===== config.mk =====
export PLATFORM = sky130hd
export DESIGN_NAME = ttt_game_ctrl
export DESIGN_NICKNAME = d
export VERILOG_FILES = /design/src/rtl/ttt_pkg.sv /design/src/rtl/ttt_game_ctrl_btn_debounce.sv /design/src/rtl/ttt_game_ctrl.sv
export SDC_FILE = /design/constraint.sdc
export NUM_CORES = 1
export LEC_CHECK = 0
export ABC_AREA = 1
export ABC_CLOCK_PERIOD_IN_PS = 2250
export CAP_MARGIN = 20
export CORE_ASPECT_RATIO = 2
export CORE_UTILIZATION = 60
export DETAILED_ROUTE_END_ITERATION = 10
export DONT_BUFFER_PORTS = 1
export HOLD_SLACK_MARGIN = 0.02
export PLACE_DENSITY = 0.88
export REMOVE_ABC_BUFFERS = 1
export SLEW_MARGIN = 5
export SYNTH_ARGS = -nofsm -noshare
export SYNTH_HDL_FRONTEND = slang
export SYNTH_SLANG_ARGS = --single-unit

===== constraint.sdc =====
create_clock -name dclk -period 2.25 [get_ports dclk]
set_input_delay 0.45 -clock dclk [delete_from_list [all_inputs] [get_ports dclk]]
set_output_delay 0.45 -clock dclk [all_outputs]
set_load 0.1 [all_outputs]

===== src/rtl/ttt_pkg.sv =====
// Shared types and constants for the tic-tac-toe game controller.
package ttt_pkg;

  // Cell encodings on the packed 18-bit board
  localparam logic [1:0] EMPTY  = 2'b00;
  localparam logic [1:0] MARK_X = 2'b01;
  localparam logic [1:0] MARK_O = 2'b10;

  // Status codes seen by the renderer
  localparam logic [1:0] STAT_PLAY  = 2'b00;
  localparam logic [1:0] STAT_WIN_X = 2'b01;
  localparam logic [1:0] STAT_WIN_O = 2'b10;
  localparam logic [1:0] STAT_DRAW  = 2'b11;

  localparam logic [3:0] CURSOR_HOME = 4'd4;
  localparam logic [3:0] CELLS       = 4'd9;

  // Line index -> three cell indices; order matches win_line bit order
  localparam logic [3:0] LINE_TBL [8][3] = '{
    '{4'd0, 4'd1, 4'd2},
    '{4'd3, 4'd4, 4'd5},
    '{4'd6, 4'd7, 4'd8},
    '{4'd0, 4'd3, 4'd6},
    '{4'd1, 4'd4, 4'd7},
    '{4'd2, 4'd5, 4'd8},
    '{4'd0, 4'd4, 4'd8},
    '{4'd2, 4'd4, 4'd6}
  };

  typedef enum logic [2:0] {
    S_PLAY,
    S_CHECK,
    S_WIN_X,
    S_WIN_O,
    S_DRAW
  } state_e;

  // Read one cell; indices outside 0..8 read as empty
  function automatic logic [1:0] cell_at(input logic [17:0] b, input logic [3:0] idx);
    cell_at = EMPTY;
    for (int i = 0; i < 9; i++) begin
      if (idx == 4'(i)) cell_at = b[2*i +: 2];
    end
  endfunction

endpackage


===== src/rtl/ttt_game_ctrl_btn_debounce.sv =====
// One button: 2-flop synchronizer, debounce counter, one-cycle press pulse.
module btn_debounce #(
  parameter int DEBOUNCE_CYCLES = 500000,
  parameter int CNT_W           = 19
) (
  input  logic clk,
  input  logic rst_n,
  input  logic raw,
  output logic pulse
);

  localparam logic [CNT_W-1:0] CNT_MAX = CNT_W'(DEBOUNCE_CYCLES);

  logic [1:0]       sync;
  logic             stable;
  logic             stable_d;
  logic [CNT_W-1:0] cnt;

  // Synchronize, count mismatch cycles, flip stable level, emit rising-edge pulse
  always_ff @(posedge clk or negedge rst_n) begin
    if (!rst_n) begin
      sync     <= 2'b00;
      stable   <= 1'b0;
      stable_d <= 1'b0;
      cnt      <= '0;
      pulse    <= 1'b0;
    end else begin
      sync     <= {sync[0], raw};
      stable_d <= stable;
      pulse    <= stable & ~stable_d;
      if (sync[1] == stable) begin
        cnt <= '0;
      end else if (cnt == CNT_MAX) begin
        stable <= ~stable;
        cnt    <= '0;
      end else begin
        cnt <= cnt + 1'b1;
      end
    end
  end

endmodule


===== src/rtl/ttt_game_ctrl.sv =====
// Tic-tac-toe game state: button conditioning, cursor, marks, win/draw detection.
// Handshake note: buttons are fire-and-forget pulses; there is no backpressure,
// a pulse is either consumed in its cycle or dropped.
module ttt_game_ctrl
  import ttt_pkg::*;
#(
  parameter int DEBOUNCE_CYCLES = 500000,
  parameter int CNT_W           = 19
) (
  input  logic        dclk,
  input  logic        rst_n,
  input  logic        btns,
  input  logic        btnu,
  input  logic        btnd,
  input  logic        btnl,
  input  logic        btnr,
  output logic [17:0] board,
  output logic [3:0]  cursor,
  output logic        turn,
  output logic [1:0]  status,
  output logic [7:0]  win_line,
  output logic [3:0]  move_count
);

  logic   p_s, p_u, p_d, p_l, p_r;
  logic   act_sel, act_up, act_dn, act_lt, act_rt;
  logic   cell_empty;
  logic [3:0] cur_up, cur_dn, cur_lt, cur_rt;
  logic [7:0] x_lines, o_lines;
  state_e state, state_nxt;

  btn_debounce #(.DEBOUNCE_CYCLES(DEBOUNCE_CYCLES), .CNT_W(CNT_W)) u_db_s (.clk(dclk), .rst_n(rst_n), .raw(btns), .pulse(p_s));
  btn_debounce #(.DEBOUNCE_CYCLES(DEBOUNCE_CYCLES), .CNT_W(CNT_W)) u_db_u (.clk(dclk), .rst_n(rst_n), .raw(btnu), .pulse(p_u));
  btn_debounce #(.DEBOUNCE_CYCLES(DEBOUNCE_CYCLES), .CNT_W(CNT_W)) u_db_d (.clk(dclk), .rst_n(rst_n), .raw(btnd), .pulse(p_d));
  btn_debounce #(.DEBOUNCE_CYCLES(DEBOUNCE_CYCLES), .CNT_W(CNT_W)) u_db_l (.clk(dclk), .rst_n(rst_n), .raw(btnl), .pulse(p_l));
  btn_debounce #(.DEBOUNCE_CYCLES(DEBOUNCE_CYCLES), .CNT_W(CNT_W)) u_db_r (.clk(dclk), .rst_n(rst_n), .raw(btnr), .pulse(p_r));

  // Fixed-priority arbitration; losers are dropped
  always_comb begin
    act_sel = p_s;
    act_up  = p_u & ~p_s;
    act_dn  = p_d & ~p_s & ~p_u;
    act_lt  = p_l & ~p_s & ~p_u & ~p_d;
    act_rt  = p_r & ~p_s & ~p_u & ~p_d & ~p_l;
  end

  // Wrapped cursor targets and occupancy of the cursor cell
  always_comb begin
    cur_up     = (cursor < 4'd3) ? cursor + 4'd6 : cursor - 4'd3;
    cur_dn     = (cursor > 4'd5) ? cursor - 4'd6 : cursor + 4'd3;
    cur_lt     = (cursor == 4'd0 || cursor == 4'd3 || cursor == 4'd6) ? cursor + 4'd2 : cursor - 4'd1;
    cur_rt     = (cursor == 4'd2 || cursor == 4'd5 || cursor == 4'd8) ? cursor - 4'd2 : cursor + 4'd1;
    cell_empty = (cell_at(board, cursor) == EMPTY);
  end

  // Line completion for each player on the current board
  always_comb begin
    x_lines = '0;
    o_lines = '0;
    for (int l = 0; l < 8; l++) begin
      x_lines[l] = (cell_at(board, LINE_TBL[l][0]) == MARK_X) &&
                   (cell_at(board, LINE_TBL[l][1]) == MARK_X) &&
                   (cell_at(board, LINE_TBL[l][2]) == MARK_X);
      o_lines[l] = (cell_at(board, LINE_TBL[l][0]) == MARK_O) &&
                   (cell_at(board, LINE_TBL[l][1]) == MARK_O) &&
                   (cell_at(board, LINE_TBL[l][2]) == MARK_O);
    end
  end

  // FSM state register
  always_ff @(posedge dclk or negedge rst_n) begin
    if (!rst_n) state <= S_PLAY;
    else        state <= state_nxt;
  end

  // FSM next state
  always_comb begin
    state_nxt = state;
    case (state)
      S_PLAY:  if (act_sel && cell_empty) state_nxt = S_CHECK;
      S_CHECK: begin
        if (|x_lines)                 state_nxt = S_WIN_X;
        else if (|o_lines)            state_nxt = S_WIN_O;
        else if (move_count == CELLS) state_nxt = S_DRAW;
        else                          state_nxt = S_PLAY;
      end
      S_WIN_X, S_WIN_O, S_DRAW: if (act_sel) state_nxt = S_PLAY;
      default: state_nxt = S_PLAY;
    endcase
  end

  // FSM output decode; CHECK reads as PLAY
  always_comb begin
    status = STAT_PLAY;
    case (state)
      S_WIN_X: status = STAT_WIN_X;
      S_WIN_O: status = STAT_WIN_O;
      S_DRAW:  status = STAT_DRAW;
      default: status = STAT_PLAY;
    endcase
  end

  // Board, cursor, turn, win line and move count updates
  always_ff @(posedge dclk or negedge rst_n) begin
    if (!rst_n) begin
      board      <= '0;
      cursor     <= CURSOR_HOME;
      turn       <= 1'b0;
      win_line   <= '0;
      move_count <= '0;
    end else begin
      case (state)
        S_PLAY: begin
          if (act_sel) begin
            if (cell_empty) begin
              for (int i = 0; i < 9; i++) begin
                if (cursor == 4'(i)) board[2*i +: 2] <= turn ? MARK_O : MARK_X;
              end
              move_count <= move_count + 4'd1;
            end
          end else if (act_up) begin
            cursor <= cur_up;
          end else if (act_dn) begin
            cursor <= cur_dn;
          end else if (act_lt) begin
            cursor <= cur_lt;
          end else if (act_rt) begin
            cursor <= cur_rt;
          end
        end
        S_CHECK: begin
          if (|x_lines)                 win_line <= x_lines;
          else if (|o_lines)            win_line <= o_lines;
          else if (move_count != CELLS) turn     <= ~turn;
        end
        S_WIN_X, S_WIN_O, S_DRAW: begin
          if (act_sel) begin
            board      <= '0;
            cursor     <= CURSOR_HOME;
            turn       <= 1'b0;
            win_line   <= '0;
            move_count <= '0;
          end
        end
        default: ;
      endcase
    end
  end

endmodule


==> impl_metrics.env <==
export IMPL_cp_arrival_ps=2610
export IMPL_dp_hpwl_microns=15160
export IMPL_grt_overflow=0
export IMPL_slowest_delay_ps=460
export IMPL_syn_area_sq_mm=0.008832
export IMPL_postRouteAntennaNets=0
export IMPL_grt_pass1_vias=7822
export IMPL_critPathLaunchType="register"
export IMPL_route_detailed_drc=0
export IMPL_hp_class="in2async"
export IMPL_ys_async_sr_fraction=1.000
export IMPL_core_sq_mm=0.01435
export IMPL_cpMaxStageDelayCell="nor2_1"
export IMPL_yosys_register_bits=158
export IMPL_power_mw=5.834
export IMPL_layout_common_cells="nand2_1 (164), dfrtp_1 (155), inv_1 (152), nor2_1 (114), buf_4 (54)"
export IMPL_worst_r2r_setup_slack_ps=-0.4
export IMPL_place_port_buffers=0
export IMPL_yosysWarnings=0
export IMPL_wire_per_inst_microns=16.07
export IMPL_insertion_delay_ps=430
export IMPL_crit_type="reg2reg"
export IMPL_layout_nets=1143
export IMPL_violations="hold timing, setup timing"
export IMPL_slew_viol_final=0
export IMPL_rr_startpoint="board[13]"
export IMPL_crit_family="simple AND/OR/NAND/NOR gates"
export IMPL_status="finished with violations"
export IMPL_n_antenna_cell=0
export IMPL_rows=62
export IMPL_crit_top_cell="nand2_1"
export IMPL_cts_sinks=158
export IMPL_yosysSeqAreaShare=0.4478
export IMPL_hold_viol_final=158
export IMPL_powerDensity_mw_per_mm2=581.2
export IMPL_required_ps=2610
export IMPL_rsz0062_at_grt="true"
export IMPL_cts_setup_buffers=0
export IMPL_syn_inst=1050
export IMPL_root_buffer="clkbuf_16"
export IMPL_firstDrtPassIters=5
export IMPL_avgSynthCellArea_sq_um=8.412
export IMPL_fin_hold_ws_ps=-286.9
export IMPL_p_leak_nw=4.630
export IMPL_drt_iter0_drc=544
export IMPL_finalWirelength_microns=21190
export IMPL_die_width_microns=87.79
export IMPL_vias_per_cell=5.747
export IMPL_htreeDepth=4
export IMPL_worst_path_buf_inv=2
export IMPL_min_period_ps=2250
export IMPL_antenna_found_initial=0
export IMPL_maxCapViolations=0
export IMPL_synth_cell_types=55
export IMPL_cp_cell_sequence="inv_1, nor2_1, nand3_1, nand2_1, nor2_1, nand2_1, nor2_4, a21oi_4, buf_12, nand2_1, o21ai_2"
export IMPL_initial_core_util=0.6154
export IMPL_slew_limit_headroom=0.5339
export IMPL_die_h_microns=173.6
export IMPL_place_congestion=1.039
export IMPL_worstMarginPinSlew_ps=696.6
export IMPL_crit_fanout=16
export IMPL_cp_end_kind="register"
export IMPL_synth_flop_cell="dfrtp_1"
export IMPL_reg2reg_depth=11
export IMPL_grt_pass1_wl_microns=36220
export IMPL_irDropWorstVdd_uv=566.5
export IMPL_final_setup_skew_ps=8.893
export IMPL_fin_crit_sh=1.000
export IMPL_grt_max_degree=159
export IMPL_numCtsBuffers=17
export IMPL_nFillCells=1055
export IMPL_globalRouteTotalUtil=0.3096
export IMPL_layout_drive_gt1_share=0.1837
export IMPL_setup_viol=1
export IMPL_areaGrowthSynthToFinish_pct=13.66
export IMPL_synth_edff_count=0
export IMPL_fmax_mhz=444.4
export IMPL_final_setup_worst_slack_ps=-0.3741
export IMPL_tns_ps=-0.3741
export IMPL_reg2reg_to="win_line[6]"
export IMPL_cts_tree="built"
export IMPL_clk_pin_slew_worst_paths_ps=70
export IMPL_dieArea_sq_mm=0.01524
export IMPL_io_pins=44
export IMPL_clock_path_buffers=2
export IMPL_vias=7580
export IMPL_final_common_cell="nand2_1"
==> Yosys cell counts, types with 9 or more instances <==
cell type | n | area share
inv_1 | 154 | 0.065
nand2_1 | 164 | 0.070
nor3_1 | 41 | 0.023
nor3b_1 | 12 | 0.010
nand2_2 | 12 | 0.0085
a21oi_1 | 44 | 0.025
o21ai_2 | 9 | 0.0089
xor2_1 | 35 | 0.035
o21ai_0 | 30 | 0.017
nand3_1 | 47 | 0.027
o21ai_1 | 24 | 0.014
nor2_1 | 117 | 0.050
inv_2 | 11 | 0.0047
nand4_1 | 29 | 0.021
nand3_2 | 19 | 0.022
dfrtp_1 | 157 | 0.44
ha_1 | 22 | 0.031
nor2_2 | 20 | 0.014
==> worst max-delay path by stage <==
stage,startpoint,endpoint,slack [ps],cells past startpoint
after floorplan,cursor[1],cursor[0],-450,11
after global placement,cursor[3],cursor[3],220,11
after detailed placement,cursor[3],cursor[3],100,11
after CTS,state[1],status[0],100,6
after global routing,board[13],win_line[4],-40,11
final,board[13],win_line[6],-0.4,11
==> repair_timing <==
item / CTS / global route
resized for setup: 0 / 10
setup endpoints to repair: 0 / 35
hold endpoints to repair: 158 / 158
==> flip-flops by register name, indices dropped and copies added, names as in the netlist, 3 cells and up <==
name / count
board: 18
cursor: 4
move_count: 4
state: 3
u_db_d.cnt: 19
u_db_l.cnt: 19
u_db_r.cnt: 19
u_db_s.cnt: 19
u_db_u.cnt: 19
win_line: 8
==> cells by family (layout without fill, tap and decap cells) <==
| group | count (synthesis) | after routing | synth area share |
|---|---|---|---|
| xor gates and xnor gates | 43 | 43 | 0.04264 |
| DFF | 158 | 158 | 0.4478 |
| adders and majority gates | 22 | 22 | 0.03117 |
| AOI/OAI and AO/OA | 141 | 141 | 0.09477 |
| muxes | 4 | 4 | 0.005100 |
| and+or+nand+nor | 505 | 505 | 0.2989 |
| buffers and inverters | 177 | 254 | 0.07961 |
==> layout make-up <==
cell class	count	area [sq um]	area share
multi-input cells	715	4205	0.4189
clock buffers	17	425.4	0.04238
well taps	192	240.2	0.02393
flip-flops and latches	158	3958	0.3942
repair buffers	55	425.4	0.04238
inverters	167	633.1	0.06307
clock inverters	15	151.4	0.01508
==> power by group <==
part | switching (mW) | leakage [nW] | internal (mW)
combinational | 0.0694 | 2.18 | 0.0406
clock | 1.27 | 0.279 | 1.56
sequential | 0.0282 | 2.17 | 2.87
==> through the flow <==
step	setup slack [ps]	hold WS [ps]	instance area, sq um	util	std cells
final	-0.3741	-286.9	10040	0.6995	1319
after global routing	-36.45	-300.0	10040	0.6995	1319
after CTS	103.8	-301.1	10010	0.6972	1319
after detailed placement	100.0	156.2	9429	0.6570	1287
after global placement	218.0	158.3	9429	0.6570	1287
after floorplan	-452.6	154.4	8758	-	1040
==> routing by layer <==
metal | GRT usage | routed length (microns) | vias up
met1 | 0.3198 | 7526 | 3662
met3 | 0.06429 | 820 | 103
met4 | 0.1995 | 1156 | 0
met5 | 0 | 0 | -
li1 | - | - | 3559
met2 | 0.5465 | 11690 | 256
No activity file was read; power rests on OpenSTA's default activity.
